[config.mk]
export PLATFORM = sky130hd
export DESIGN_NAME = lvds_frame_align
export DESIGN_NICKNAME = d
export VERILOG_FILES = /design/src/rtl/lvds_align_pkg.sv /design/src/rtl/lvds_frame_align_if.sv /design/src/rtl/lvds_lane_interleave.sv /design/src/rtl/lvds_frame_align.sv
export SDC_FILE = /design/constraint.sdc
export NUM_CORES = 1
export LEC_CHECK = 0
export CAP_MARGIN = 20
export CORE_MARGIN = 4
export CORE_UTILIZATION = 42
export DETAILED_ROUTE_END_ITERATION = 10
export PLACE_DENSITY = 0.76
export SLEW_MARGIN = 20
export SYNTH_ARGS = -nofsm -noshare
export SYNTH_HDL_FRONTEND = slang
export SYNTH_SLANG_ARGS = --single-unit
[constraint.sdc]
create_clock -name sys_clk -period 1.8 [get_ports sys_clk]
set_clock_uncertainty 0.1 [all_clocks]
set_input_delay 0.27 -clock sys_clk [delete_from_list [all_inputs] [get_ports sys_clk]]
set_output_delay 0.27 -clock sys_clk [all_outputs]
set_load 0.03 [all_outputs]
[src/rtl/lvds_align_pkg.sv]
// Shared FSM state encoding and default alignment constants for lvds_frame_align.
package lvds_align_pkg;

  typedef enum logic [2:0] {
    ST_IDLE,
    ST_CHECK,
    ST_SLIP,
    ST_WAIT,
    ST_LOCKED,
    ST_FAIL
  } state_t;

  localparam logic [7:0]  DEF_FRAME_PAT = 8'hF0;
  localparam int unsigned DEF_SETTLE    = 10;
  localparam int unsigned DEF_LOCK_CNT  = 4;
  localparam int unsigned DEF_LOSS_CNT  = 2;

  function automatic logic [15:0] sat_inc16(input logic [15:0] v);
    return (v == 16'hFFFF) ? v : v + 16'd1;
  endfunction

endpackage

[src/rtl/lvds_frame_align_if.sv]
// Bundle of the frame/lane data, control and status signals of lvds_frame_align.
interface lvds_frame_align_if #(
  parameter int unsigned N_CH  = 1,
  parameter int unsigned LANES = 2,
  parameter int unsigned DW    = 8
);
  localparam int unsigned SW = $clog2(DW) + 1;

  logic [DW-1:0]            frame_data;
  logic [N_CH*LANES*DW-1:0] lane_data;
  logic                     align_start;
  logic                     bitslip;
  logic [N_CH*LANES*DW-1:0] sample_out;
  logic                     sample_valid;
  logic                     locked;
  logic                     align_fail;
  logic [SW-1:0]            slip_count;
  logic [15:0]              err_cnt;

  modport master (
    output frame_data, lane_data, align_start,
    input  bitslip, sample_out, sample_valid, locked, align_fail, slip_count, err_cnt
  );

  modport slave (
    input  frame_data, lane_data, align_start,
    output bitslip, sample_out, sample_valid, locked, align_fail, slip_count, err_cnt
  );
endinterface

[src/rtl/lvds_lane_interleave.sv]
// Reassembles one channel's lanes into a sample, bits taken MSB-first round-robin across lanes.
module lvds_lane_interleave #(
  parameter int unsigned LANES = 2,
  parameter int unsigned DW    = 8
) (
  input  logic [LANES*DW-1:0] i_lanes,
  output logic [LANES*DW-1:0] o_sample
);

  always_comb begin
    o_sample = '0;
    for (int unsigned i = 0; i < DW; i++) begin
      for (int unsigned l = 0; l < LANES; l++) begin
        o_sample[LANES*DW-1-(i*LANES+l)] = i_lanes[l*DW + DW-1-i];
      end
    end
  end

endmodule

[src/rtl/lvds_frame_align.sv]
// Frame-clock bitslip alignment FSM with lock/loss tracking and per-channel sample reassembly.
module lvds_frame_align
  import lvds_align_pkg::*;
#(
  parameter int unsigned    N_CH      = 1,
  parameter int unsigned    LANES     = 2,
  parameter int unsigned    DW        = 8,
  parameter logic [DW-1:0]  FRAME_PAT = DW'(DEF_FRAME_PAT),
  parameter int unsigned    SETTLE    = DEF_SETTLE,
  parameter int unsigned    LOCK_CNT  = DEF_LOCK_CNT,
  parameter int unsigned    LOSS_CNT  = DEF_LOSS_CNT
) (
  input  logic                        sys_clk,
  input  logic                        sys_rst_n,
  input  logic [DW-1:0]               frame_data,
  input  logic [N_CH*LANES*DW-1:0]    lane_data,
  input  logic                        align_start,
  output logic                        bitslip,
  output logic [N_CH*LANES*DW-1:0]    sample_out,
  output logic                        sample_valid,
  output logic                        locked,
  output logic                        align_fail,
  output logic [$clog2(DW):0]         slip_count,
  output logic [15:0]                 err_cnt
);

  localparam int unsigned SW = $clog2(DW) + 1;
  localparam int unsigned MW = $clog2(LOCK_CNT + 1);
  localparam int unsigned LW = $clog2(LOSS_CNT + 1);
  localparam int unsigned WW = $clog2(SETTLE + 1);

  lvds_frame_align_if #(.N_CH(N_CH), .LANES(LANES), .DW(DW)) u_bus ();

  state_t                   r_state, w_next;
  logic [SW-1:0]            r_slip_cnt;
  logic [MW-1:0]            r_match_cnt;
  logic [LW-1:0]            r_loss_cnt;
  logic [WW-1:0]            r_wait_cnt;
  logic [15:0]              r_err_cnt;
  logic [N_CH*LANES*DW-1:0] r_sample, w_sample;
  logic                     r_sample_valid;
  logic                     w_match, w_lock_hit, w_loss_hit, w_settled, w_slip_max;
  logic                     w_bitslip, w_locked, w_align_fail;

  assign u_bus.frame_data  = frame_data;
  assign u_bus.lane_data   = lane_data;
  assign u_bus.align_start = align_start;

  assign w_match    = (u_bus.frame_data == FRAME_PAT);
  assign w_lock_hit = (r_match_cnt == MW'(LOCK_CNT - 1));
  assign w_loss_hit = (r_loss_cnt == LW'(LOSS_CNT - 1));
  assign w_settled  = (r_wait_cnt == WW'(SETTLE - 1));
  assign w_slip_max = (r_slip_cnt == SW'(DW - 1));

  always_ff @(posedge sys_clk) begin
    if (!sys_rst_n) r_state <= ST_IDLE;
    else            r_state <= w_next;
  end

  always_comb begin
    w_next = r_state;
    if (u_bus.align_start) begin
      w_next = ST_CHECK;
    end else begin
      case (r_state)
        ST_CHECK: begin
          if (w_match) begin
            if (w_lock_hit) w_next = ST_LOCKED;
          end else begin
            w_next = w_slip_max ? ST_FAIL : ST_SLIP;
          end
        end
        ST_SLIP:   w_next = ST_WAIT;
        ST_WAIT:   if (w_settled) w_next = ST_CHECK;
        ST_LOCKED: if (!w_match && w_loss_hit) w_next = ST_CHECK;
        ST_IDLE, ST_FAIL: w_next = r_state;
        default:   w_next = ST_IDLE;
      endcase
    end
  end

  // Outputs decode straight from the state, so a reset edge silences bitslip immediately.
  always_comb begin
    w_bitslip    = (r_state == ST_SLIP);
    w_locked     = (r_state == ST_LOCKED);
    w_align_fail = (r_state == ST_FAIL);
  end

  always_ff @(posedge sys_clk) begin
    if (!sys_rst_n) begin
      r_slip_cnt  <= '0;
      r_match_cnt <= '0;
      r_loss_cnt  <= '0;
      r_wait_cnt  <= '0;
      r_err_cnt   <= '0;
    end else if (u_bus.align_start) begin
      r_slip_cnt  <= '0;
      r_match_cnt <= '0;
      r_loss_cnt  <= '0;
      r_wait_cnt  <= '0;
      r_err_cnt   <= '0;
    end else begin
      case (r_state)
        ST_CHECK: begin
          r_loss_cnt  <= '0;
          r_match_cnt <= (w_match && !w_lock_hit) ? r_match_cnt + MW'(1) : '0;
        end
        ST_SLIP: begin
          r_slip_cnt <= r_slip_cnt + SW'(1);
          r_wait_cnt <= '0;
        end
        ST_WAIT: r_wait_cnt <= w_settled ? '0 : r_wait_cnt + WW'(1);
        ST_LOCKED: begin
          if (w_match) begin
            r_loss_cnt <= '0;
          end else begin
            r_err_cnt <= sat_inc16(r_err_cnt);
            if (w_loss_hit) begin
              r_loss_cnt  <= '0;
              r_slip_cnt  <= '0;
              r_match_cnt <= '0;
            end else begin
              r_loss_cnt <= r_loss_cnt + LW'(1);
            end
          end
        end
        default: ;
      endcase
    end
  end

  for (genvar c = 0; c < N_CH; c++) begin : g_ch
    lvds_lane_interleave #(.LANES(LANES), .DW(DW)) u_il (
      .i_lanes  (u_bus.lane_data[c*LANES*DW +: LANES*DW]),
      .o_sample (w_sample[c*LANES*DW +: LANES*DW])
    );
  end

  always_ff @(posedge sys_clk) begin
    if (!sys_rst_n) begin
      r_sample       <= '0;
      r_sample_valid <= 1'b0;
    end else begin
      r_sample       <= w_sample;
      r_sample_valid <= w_locked;
    end
  end

  assign u_bus.bitslip      = w_bitslip;
  assign u_bus.locked       = w_locked;
  assign u_bus.align_fail   = w_align_fail;
  assign u_bus.slip_count   = r_slip_cnt;
  assign u_bus.err_cnt      = r_err_cnt;
  assign u_bus.sample_out   = r_sample;
  assign u_bus.sample_valid = r_sample_valid;

  assign bitslip      = u_bus.bitslip;
  assign locked       = u_bus.locked;
  assign align_fail   = u_bus.align_fail;
  assign slip_count   = u_bus.slip_count;
  assign err_cnt      = u_bus.err_cnt;
  assign sample_out   = u_bus.sample_out;
  assign sample_valid = u_bus.sample_valid;

endmodule

==> results of run 1 <==
-- worst max-delay path by stage --
stage,slack [ns],start,to,cells after the start
floorplan,0.01,err_cnt[5]$_SDFFE_PP0P_,err_cnt[9]$_SDFFE_PP0P_,6
global placement,-0.43,frame_data[1],err_cnt[14]$_SDFFE_PP0P_,5
detailed placement,-0.46,frame_data[1],slip_count[3]$_SDFFE_PP0P_,6
CTS,0.01,frame_data[3],err_cnt[10]$_SDFFE_PP0P_,5
global route,-0.04,r_state[1]$_SDFFE_PP0P_,r_match_cnt[2]$_SDFFE_PP0P_,4
finish,0.03,r_state[1]$_SDFFE_PP0P_,r_match_cnt[1]$_SDFFE_PP0P_,4
-- placed cells by master (no fill, tap or decap), types with 4 or more instances in the layout --
cell type / Yosys / routed
ha_1: 6 / 5
o31ai_1: 7 / 7
and4_1: 6 / 4
a21oi_1: 14 / 11
o21ai_0: 4 / 4
o41ai_1: 4 / 4
dfxtp_1: 49 / 43
mux2i_1: 6 / 6
nand3_1: 7 / 5
nand4_1: 9 / 9
or4_1: 5 / 4
and2_1: 18 / 18
clkbuf_8: 0 / 5
nand2_1: 18 / 17
buf_4: 1 / 30
dlymetal6s2s_1: 0 / 10
nor2_1: 9 / 8
dfxtp_2: 0 / 6
nor4_1: 4 / 4
dlygate4sd2_1: 0 / 9
inv_1: 7 / 6
nand2b_1: 8 / 8
clkdlybuf4s50_1: 0 / 44
-- state kept, by name, summed over array words and instances (netlist names) --
name	cells
r_match_cnt	3
r_state	3
slip_count	4
r_wait_cnt	4
r_loss_cnt	2
sample_valid	1
err_cnt	16
sample_out	16
-- kinds of logic (layout without fill, tap and decap cells) --
kind of cell | after synthesis | in the layout | share of synthesized area, %
buf+inv | 19 | 109 | 3.89
fa+ha+maj | 6 | 6 | 3.38
compound gates | 50 | 50 | 16.6
mux | 6 | 6 | 2.70
simple gates | 106 | 106 | 28.1
flops | 49 | 49 | 44.2
xor+xnor | 3 | 3 | 1.18
-- final cells by class --
class / instances / area [µm²] / area share (%)
repair buffers: 94 / 881 / 26.2
clock inverters: 3 / 65.1 / 1.93
flip-flops and latches: 49 / 988 / 29.4
well taps: 70 / 87.6 / 2.60
clock buffers: 5 / 68.8 / 2.05
multi-input cells: 171 / 1250 / 37.1
inverters: 7 / 26.3 / 0.781
-- Yosys cell counts, types with 4 or more instances --
master / count
clkbuf_1: 7
nand3_1: 7
nor2_1: 9
nor4_1: 4
o41ai_1: 4
inv_1: 7
or4_1: 5
and2_1: 18
nand2b_1: 8
nand2_1: 18
a21oi_1: 14
nor3_1: 5
and4_1: 6
nor2b_1: 4
ha_1: 6
o31ai_1: 7
nand4_1: 9
dfxtp_1: 49
o21ai_0: 4
mux2i_1: 6
-- per-stage QoR --
step           cell area (µm²)  worst slack, ns  total power, mW
6_report                  3360           0.0304             2.37
5_1_grt                   3360          -0.0367             2.46
3_3_place_gp              3110           -0.428             1.44
3_5_place_dp              3110           -0.457             1.44
2_1_floorplan             2230           0.0110             1.29
4_1_cts                   3270           0.0130             2.37
-- routing by layer --
metal | vias up | GRT usage [%]
met2 | 58 | 31.7
li1 | 1068 | -
met5 | - | 0
met1 | 1010 | 23.7
met4 | 0 | 8.95
met3 | 12 | 4.93
-- where the power goes --
part / switching, mW / total (mW) / leakage [nW] / internal (mW)
Sequential: 0.0118 / 1.12 / 0.403 / 1.11
Clock: 0.385 / 0.937 / 0.0681 / 0.552
Combinational: 0.162 / 0.316 / 0.962 / 0.154
-- worst max-delay path, delay by kind of cell (launching register included) --
family / cells / cell delay (ns)
and+or+nand+nor: 1 / 0.26
AOI/OAI and AO/OA: 3 / 0.98
DFF: 1 / 0.34
-- timing repair --
action,in CTS,in global routing
endpoints found under the setup margin,31,25
resized for setup,16,26
pin swaps,3,10
buffers inserted,0,1
hold buffers,0,0
==> results_dict.tcl, run 1 <==
set metrics [dict create \
    yosysTopAreaCell "dfxtp_1" \
    final_cell_count_no_fill 399 \
    hold_viol 0 \
    worst_r2r_endpoint "r_match_cnt[1]$_SDFFE_PP0P_" \
    async_reset_ff_share_pct 0 \
    ant_nets 0 \
    antenna_found_initial 0 \
    clk_latency_ns 0.31 \
    fin_crit_sh_pct 98.3 \
    viasPerCell 5.38 \
    detail_route.wl_per_cell_um 15.4 \
    rows 26 \
    synthCells 239 \
    gp_congestion 0.830 \
    r2r_slack_ns 0.03 \
    yosysTopAreaCellShare_pct 44.2 \
    cts_tree "done" \
    avgSynthCellArea_um2 9.29 \
    grt_pass1_wl_mm 9.70 \
    routed_wl_mm 6.13 \
    powerDensity_mw_per_mm2 706 \
    clockRootBuffer "clkbuf_8" \
    wl_met2_mm 2.97 \
    min_from "r_wait_cnt[3]$_SDFFE_PP0P_" \
    final_util_pct 65.9 \
    setup_viol 0 \
    dpl.hpwl_mm 4.33 \
    placed_cells 390 \
    endpoint_kind "flop" \
    crit_path_top_delay_cell "a21boi_1" \
    htree_levels 2 \
    dieArea_mm2 0.00651 \
    top_layer_used "met4" \
    clockBufferDepth 2 \
    seq_area_frac_synth_pct 44.2 \
    cts_made_buffers 5 \
    period_needed_ns 1.77 \
    core_mm2 0.00511 \
    crit_chain "nor3b_4 > a21boi_1 > a21oi_1 > o31ai_1" \
    synth_cell_types 47 \
    drt-initial-drc-count 112 \
    grt_overflow_total 0 \
    irDropWorstVdd_uv 420 \
    synth-main-ff-cell "dfxtp_1" \
    cp_slowest_stage_delay_ns 0.47 \
    path_max_fanout 5 \
    outcome "finished clean" \
    dr_wl_met3_um 328 \
    synth_seq_cells 49 \
    drt-met1-wl_mm 2.67 \
    cts.clk_slew.worst_paths_ns 0.09 \
    fmax_mhz 565 \
    cp_data_required_time_ns 1.92 \
    nNetsFinal 361 \
    drv_slew 0 \
    fillers 425 \
    syn_nets 272 \
    cp-start-kind "flop" \
    slew_headroom_pct 67.5 \
    whs_ns 0.391 \
    grt_max_degree 20 \
    hold_path_depth 1 \
    port_buffers 66 \
    synth_edf_count 0 \
    min_to "r_wait_cnt[3]$_SDFFE_PP0P_" \
    first_pass_iters 5 \
    dieHeight_um 80.7 \
    die_x_um 80.7 \
    start_util_pct 43.5 \
    io_pins 67 \
    fin_tns_setup_ns 0 \
    first_global_vias 2116 \
    vias 2148 \
    cp.arrival_ns 1.89 \
    cts_sinks 49 \
    drv_cap 0 \
    antenna_cells 0 \
    drc_errors 0 \
    netlist_area_mm2 0.00222 \
    hp-class "flop to flop" \
    yosys-top-cells-area "dfxtp_1 44%, and2_1 5.1%, ha_1 3.4%, a21oi_1 3.2%, nand2_1 3.0%" \
    r2r_start "r_state[1]$_SDFFE_PP0P_" \
    p_leak_nw 1.43 \
    worst_r2r_path_depth 4 \
    worstMarginPinSlew_ns 0.486 \
    crit_type "flop to flop" \
    drive_gt1_share_pct 20.7 \
    track_usage_pct 19.3 \
    yosysWarnings 0 \
    area_growth_pct 51.4 \
]
No activity file was read; power rests on OpenSTA's default activity.
==> inputs of run 2 (changes only) <==
--- a/config.mk
+++ b/config.mk
@@ -7,9 +7,9 @@
 export LEC_CHECK = 0
 export CAP_MARGIN = 20
 export CORE_MARGIN = 4
-export CORE_UTILIZATION = 42
+export CORE_UTILIZATION = 25
 export DETAILED_ROUTE_END_ITERATION = 10
-export PLACE_DENSITY = 0.76
+export HOLD_SLACK_MARGIN = 0.08
 export SLEW_MARGIN = 20
 export SYNTH_ARGS = -nofsm -noshare
 export SYNTH_HDL_FRONTEND = slang
==> results_dict.tcl, run 2 (synthesis gave the netlist of run 1 again) <==
set metrics [dict create \
    outcome "finished clean" \
    cts.hold.buffers_added 0 \
    htree_levels 2 \
    antenna_cells 0 \
    area_growth_pct 53.5 \
    hp-class "flop to flop" \
    placed_cells 428 \
    path_max_fanout 6 \
    fin_tns_setup_ns 0 \
    dieHeight_um 102 \
    irDropWorstVdd_uv 290 \
    drive_gt1_share_pct 20.6 \
    powerDensity_mw_per_mm2 608 \
    cts_sinks 49 \
    grt_use_met2_pct 19.6 \
    fin_crit_sh_pct 97.9 \
    setup_viol 0 \
    final_util_pct 39.3 \
    clockBufferDepth 2 \
    routed_wl_mm 6.17 \
    nNetsFinal 362 \
    cp.arrival_ns 1.91 \
    cts_tree "done" \
    first_pass_iters 4 \
    clockRootBuffer "clkbuf_8" \
    grt_busiest_layer "met2" \
    dpl.hpwl_mm 4.56 \
    drv_cap 0 \
    endpoint_kind "flop" \
    gp_congestion 0.808 \
    dieArea_mm2 0.0105 \
    grt_max_degree 21 \
    vias 2145 \
    viasPerCell 4.90 \
    cts_made_buffers 5 \
    rsz0062_at_grt "yes" \
    worstMarginPinSlew_ns 0.370 \
    ant_nets 0 \
    grtUsageMet1_pct 15.0 \
    io_pins 67 \
    period_needed_ns 1.76 \
    grt_pass1_wl_mm 9.87 \
    track_usage_pct 11.6 \
    drv_slew 0 \
    cts.clk_slew.worst_paths_ns 0.10 \
    rows 34 \
    crit_type "input pin to flop" \
    first_global_vias 2057 \
    clk_latency_ns 0.31 \
    final_cell_count_no_fill 438 \
    drc_errors 0 \
    crit_buf_inv 3 \
    antenna_found_initial 0 \
    cp_data_required_time_ns 1.95 \
    die_x_um 102 \
    slew_headroom_pct 75.0 \
    fmax_mhz 567 \
    start_util_pct 25.6 \
    port_buffers 66 \
    cp-start-kind "input pin" \
    grt_overflow_total 0 \
    core_mm2 0.00868 \
    use_met3_pct 2.73 \
    hold_viol 0 \
    cp_slowest_stage_delay_ns 0.49 \
    final_cell_mix "43 x dfxtp_1, 43 x clkdlybuf4s50_1, 28 x buf_4, 18 x and2_1, 17 x nand2_1" \
    detail_route.wl_per_cell_um 14.1 \
    cp_top_family "buffers and inverters" \
    p_leak_nw 1.44 \
    crit_path_top_delay_cell "or4_4" \
    drt-initial-drc-count 84 \
    crit_chain "clkdlybuf4s50_1 > or4_4 > o211ai_4 > buf_12 > buf_4 > o21ai_0 > a21oi_1" \
]
==> run 2: cell count changes in the layout (fill, tap and decap cells not counted), sizes merged <==
cell | previous run | this run
clkinvlp | 0 | 1
dlygate4sd2 | 9 | 10
clkbuf | 5 | 6
bufinv | 2 | 0
clkdlybuf4s50 | 44 | 43
clkinv | 1 | 2
==> run 2: per-layer routing <==
layer  wire, µm  vias up
met5          0        -
met4         75        0
met3        256        9
met2       3010       41
met1       2820     1025
li1           -     1070
==> run 2: metrics by stage <==
| step | setup slack [ns] | power, mW | hold WS (ns) | instance area (µm²) |
|---|---|---|---|---|
| after global placement | -0.419 | 1.44 | 0.360 | 3190 |
| after floorplan | 0.0110 | 1.29 | 0.297 | 2230 |
| after detailed placement | -0.489 | 1.45 | 0.370 | 3190 |
| final | 0.0374 | 2.07 | 0.380 | 3410 |
| after global routing | -0.00316 | 2.18 | 0.403 | 3410 |
| after CTS | 0.000973 | 2.11 | 0.386 | 3300 |
==> run 2: final cells by class <==
| type | instances | area [µm²] |
|---|---|---|
| fillers | 901 | 5270 |
| clock buffers | 5 | 68.8 |
| clock inverters | 3 | 17.5 |
| flip-flops and latches | 49 | 988 |
| well taps | 108 | 135 |
| repair buffers | 95 | 930 |
| multi-input cells | 171 | 1240 |
| inverters | 7 | 26.3 |
==> run 2: timing repair <==
action	in CTS	in global routing
pin swaps	3	11
setup endpoints to repair	28	26
endpoints found under the hold margin	0	0
gates cloned	0	1
setup buffers	0	1
gates resized for setup	20	24
==> run 2: worst register-to-register path: cells and delay by family (launching register included) <==
kind	cells	cell delay, ns
buffers and inverters	1	0.17
DFF	1	0.34
AOI/OAI and AO/OA	2	0.29
and+or+nand+nor	2	0.81
==> run 2: final timing paths <==
| kind | startpoint | end | slack [ns] | cells past startpoint |
|---|---|---|---|---|
| setup / recovery | frame_data[2] | err_cnt[3]$_SDFFE_PP0P_ | 0.04 | 7 |
| hold / removal | r_match_cnt[2]$_SDFFE_PP0P_ | r_match_cnt[2]$_SDFFE_PP0P_ | 0.38 | 2 |
| setup reg to reg | r_state[1]$_SDFFE_PP0P_ | err_cnt[15]$_SDFFE_PP0P_ | 0.06 | 5 |
| hold reg to reg | r_match_cnt[2]$_SDFFE_PP0P_ | r_match_cnt[2]$_SDFFE_PP0P_ | 0.38 | 2 |
==> run 2: power by group <==
part           switching (mW)  internal, mW
Clock                   0.374         0.269
Sequential             0.0122          1.11
Combinational           0.155         0.153
==> inputs of run 3 (changes only) <==
--- a/config.mk
+++ b/config.mk
@@ -8,9 +8,11 @@
 export CAP_MARGIN = 20
 export CORE_MARGIN = 4
 export CORE_UTILIZATION = 25
+export CTS_BUF_LIST = sky130_fd_sc_hd__clkbuf_8
 export DETAILED_ROUTE_END_ITERATION = 10
 export HOLD_SLACK_MARGIN = 0.08
 export SLEW_MARGIN = 20
 export SYNTH_ARGS = -nofsm -noshare
 export SYNTH_HDL_FRONTEND = slang
+export SYNTH_HIERARCHICAL = 1
 export SYNTH_SLANG_ARGS = --single-unit
==> results_dict.tcl, run 3 <==
set metrics [dict create \
    irDropWorstVdd_uv 353 \
    yosysTopAreaCell "dfxtp_1" \
    fillers 955 \
    drive_gt1_share_pct 19.3 \
    crit_path_top_delay_cell "or4_4" \
    final_cell_mix "45 x clkdlybuf4s50_1, 43 x dfxtp_1, 26 x buf_4, 18 x and2_1, 17 x nand2_1" \
    crit_type "input pin to flop" \
    drc_errors 0 \
    min_from "r_match_cnt[2]$_SDFFE_PP0P_" \
    routed_wl_mm 6.10 \
    track_usage_pct 11.1 \
    ant_nets 0 \
    grt_pass1_wl_mm 10.1 \
    layout_commonest_cell "clkdlybuf4s50_1" \
    drt-initial-drc-count 65 \
    outcome "finished clean" \
    yosysMostFrequentCell "dfxtp_1" \
    dieArea_mm2 0.0110 \
    cts_tree "done" \
    grtUsageMet1_pct 12.5 \
    hold_path_depth 2 \
    setup_viol 0 \
    area_growth_pct 43.1 \
    clockBufferDepth 2 \
    cts_sinks 49 \
    r2r_slack_ns 0.09 \
    async_reset_ff_share_pct 0 \
    drv_slew 0 \
    cts_setup_buffers 0 \
    netlist_area_mm2 0.00234 \
    viasPerCell 4.88 \
    dieHeight_um 105 \
    antenna_found_initial 0 \
    synth-main-ff-cell "dfxtp_1" \
    port_buffers 66 \
    rows 35 \
    clockRootBuffer "clkbuf_8" \
    antenna_cells 0 \
    clk_latency_ns 0.31 \
    use_met3_pct 4.08 \
    worst_r2r_endpoint "err_cnt[5]$_SDFFE_PP0P_" \
    synthCells 255 \
    hold_viol 0 \
    powerDensity_mw_per_mm2 620 \
    crit_chain "clkdlybuf4s50_1 > or4_4 > o2111a_2 > a41oi_2 > nor3_1" \
    htree_levels 2 \
    path_max_fanout 6 \
    slew_headroom_pct 74.5 \
    yosys-top-cells-area "dfxtp_1 42%, buf_4 5.5%, and2_1 4.8%, ha_1 3.2%, a21oi_1 3.0%" \
    detail_route.wl_per_cell_um 13.9 \
    worstMarginPinSlew_ns 0.373 \
    seq_area_frac_synth_pct 41.9 \
    grt_use_met2_pct 19.0 \
    synth_seq_cells 49 \
    cts.hold.buffers_added 0 \
    grt_overflow_total 0 \
    yosysWarnings 6 \
    min_to "r_match_cnt[2]$_SDFFE_PP0P_" \
    synth_edf_count 0 \
    endpoint_kind "flop" \
    dpl.hpwl_mm 4.60 \
    yosysTopAreaCellShare_pct 41.9 \
    synth_top_cells_by_count "49 x dfxtp_1, 18 x and2_1, 18 x nand2_1" \
    cp.arrival_ns 1.86 \
    grt_busiest_layer "met2" \
    start_util_pct 25.5 \
    core_mm2 0.00920 \
    grt_max_degree 18 \
    synth_cell_types 47 \
    worst_r2r_path_depth 5 \
    r2r_start "err_cnt[0]$_SDFFE_PP0P_" \
    drv_cap 0 \
    final_util_pct 36.4 \
    nNetsFinal 359 \
    period_needed_ns 1.76 \
    vias 2137 \
    die_x_um 105 \
    cp_slowest_stage_delay_ns 0.55 \
    fin_crit_sh_pct 97.7 \
    avgSynthCellArea_um2 9.18 \
    cp-start-kind "input pin" \
    gp_congestion 0.784 \
    syn_nets 288 \
    cp_data_required_time_ns 1.90 \
    io_pins 67 \
    whs_ns 0.378 \
    hp-class "flop to flop" \
    cts.clk_slew.worst_paths_ns 0.10 \
    first_pass_iters 4 \
    cts_made_buffers 5 \
    first_global_vias 2189 \
    p_leak_nw 1.38 \
    fmax_mhz 568 \
]
-- run 3: layout make-up --
class	count	area, µm²	share of cell area (%)
clock buffers	5	68.8	2.05
clock inverters	3	17.5	0.523
inverters	7	28.8	0.859
multi-input cells	171	1230	36.8
flip-flops and latches	49	988	29.5
well taps	111	139	4.15
repair buffers	92	876	26.1
-- run 3: per-stage QoR --
stage | std cells | total power, mW | setup TNS, ns | instance area (µm²) | worst slack [ns]
4_1_cts | 438 | 2.11 | 0 | 3290 | 0.00162
2_1_floorplan | 255 | 1.31 | 0 | 2350 | 0.0110
5_1_grt | 438 | 2.19 | -0.000915 | 3350 | -0.000915
3_5_place_dp | 430 | 1.45 | -9.69 | 3170 | -0.467
6_report | 438 | 2.08 | 0 | 3350 | 0.0406
3_3_place_gp | 430 | 1.44 | -8.59 | 3170 | -0.443
-- run 3: timing repair --
action,4_1_cts,5_1_grt
endpoints found under the setup margin,31,29
pin swaps,2,4
resized for setup,21,20
-- run 3: logic make-up after synthesis --
logic type	count (synthesis)	share of synthesized area, %
xor gates and xnor gates	3	1.12
DFF	49	41.9
muxes	6	2.57
and+or+nand+nor	106	26.6
adders and majority gates	6	3.21
buffers and inverters	35	8.82
AOI/OAI and AO/OA	50	15.8
-- run 3: worst max-delay path, delay by kind of cell --
kind,cells,cell delay [ns]
simple gates,2,0.62
compound gates,2,0.54
buf+inv,1,0.43
-- run 3: worst max-delay path by stage --
stage | startpoint | endpoint | slack, ns | cells after the start
global route | slip_count[0]$_SDFFE_PP0P_ | r_state[0]$_SDFFE_PN0P_ | -0.0009 | 5
floorplan | err_cnt[5]$_SDFFE_PP0P_ | err_cnt[9]$_SDFFE_PP0P_ | 0.01 | 6
detailed placement | frame_data[1] | err_cnt[14]$_SDFFE_PP0P_ | -0.47 | 5
CTS | err_cnt[15]$_SDFFE_PP0P_ | err_cnt[15] | 0.002 | 1
finish | frame_data[3] | err_cnt[14]$_SDFFE_PP0P_ | 0.04 | 5
global placement | frame_data[1] | err_cnt[14]$_SDFFE_PP0P_ | -0.44 | 5
-- run 3: report_power, final --
| part | internal, mW | total (mW) | switching (mW) |
|---|---|---|---|
| registers | 1.11 | 1.12 | 0.0120 |
| logic | 0.153 | 0.309 | 0.156 |
| clock network | 0.269 | 0.645 | 0.376 |
-- run 3: metal layers --
metal  vias to the layer above  part of all wire (%)
met5                         -                     0
met4                         0                   1.5
met3                        10                   7.0
met2                        57                    48
met1                      1010                    43
li1                       1060                     -
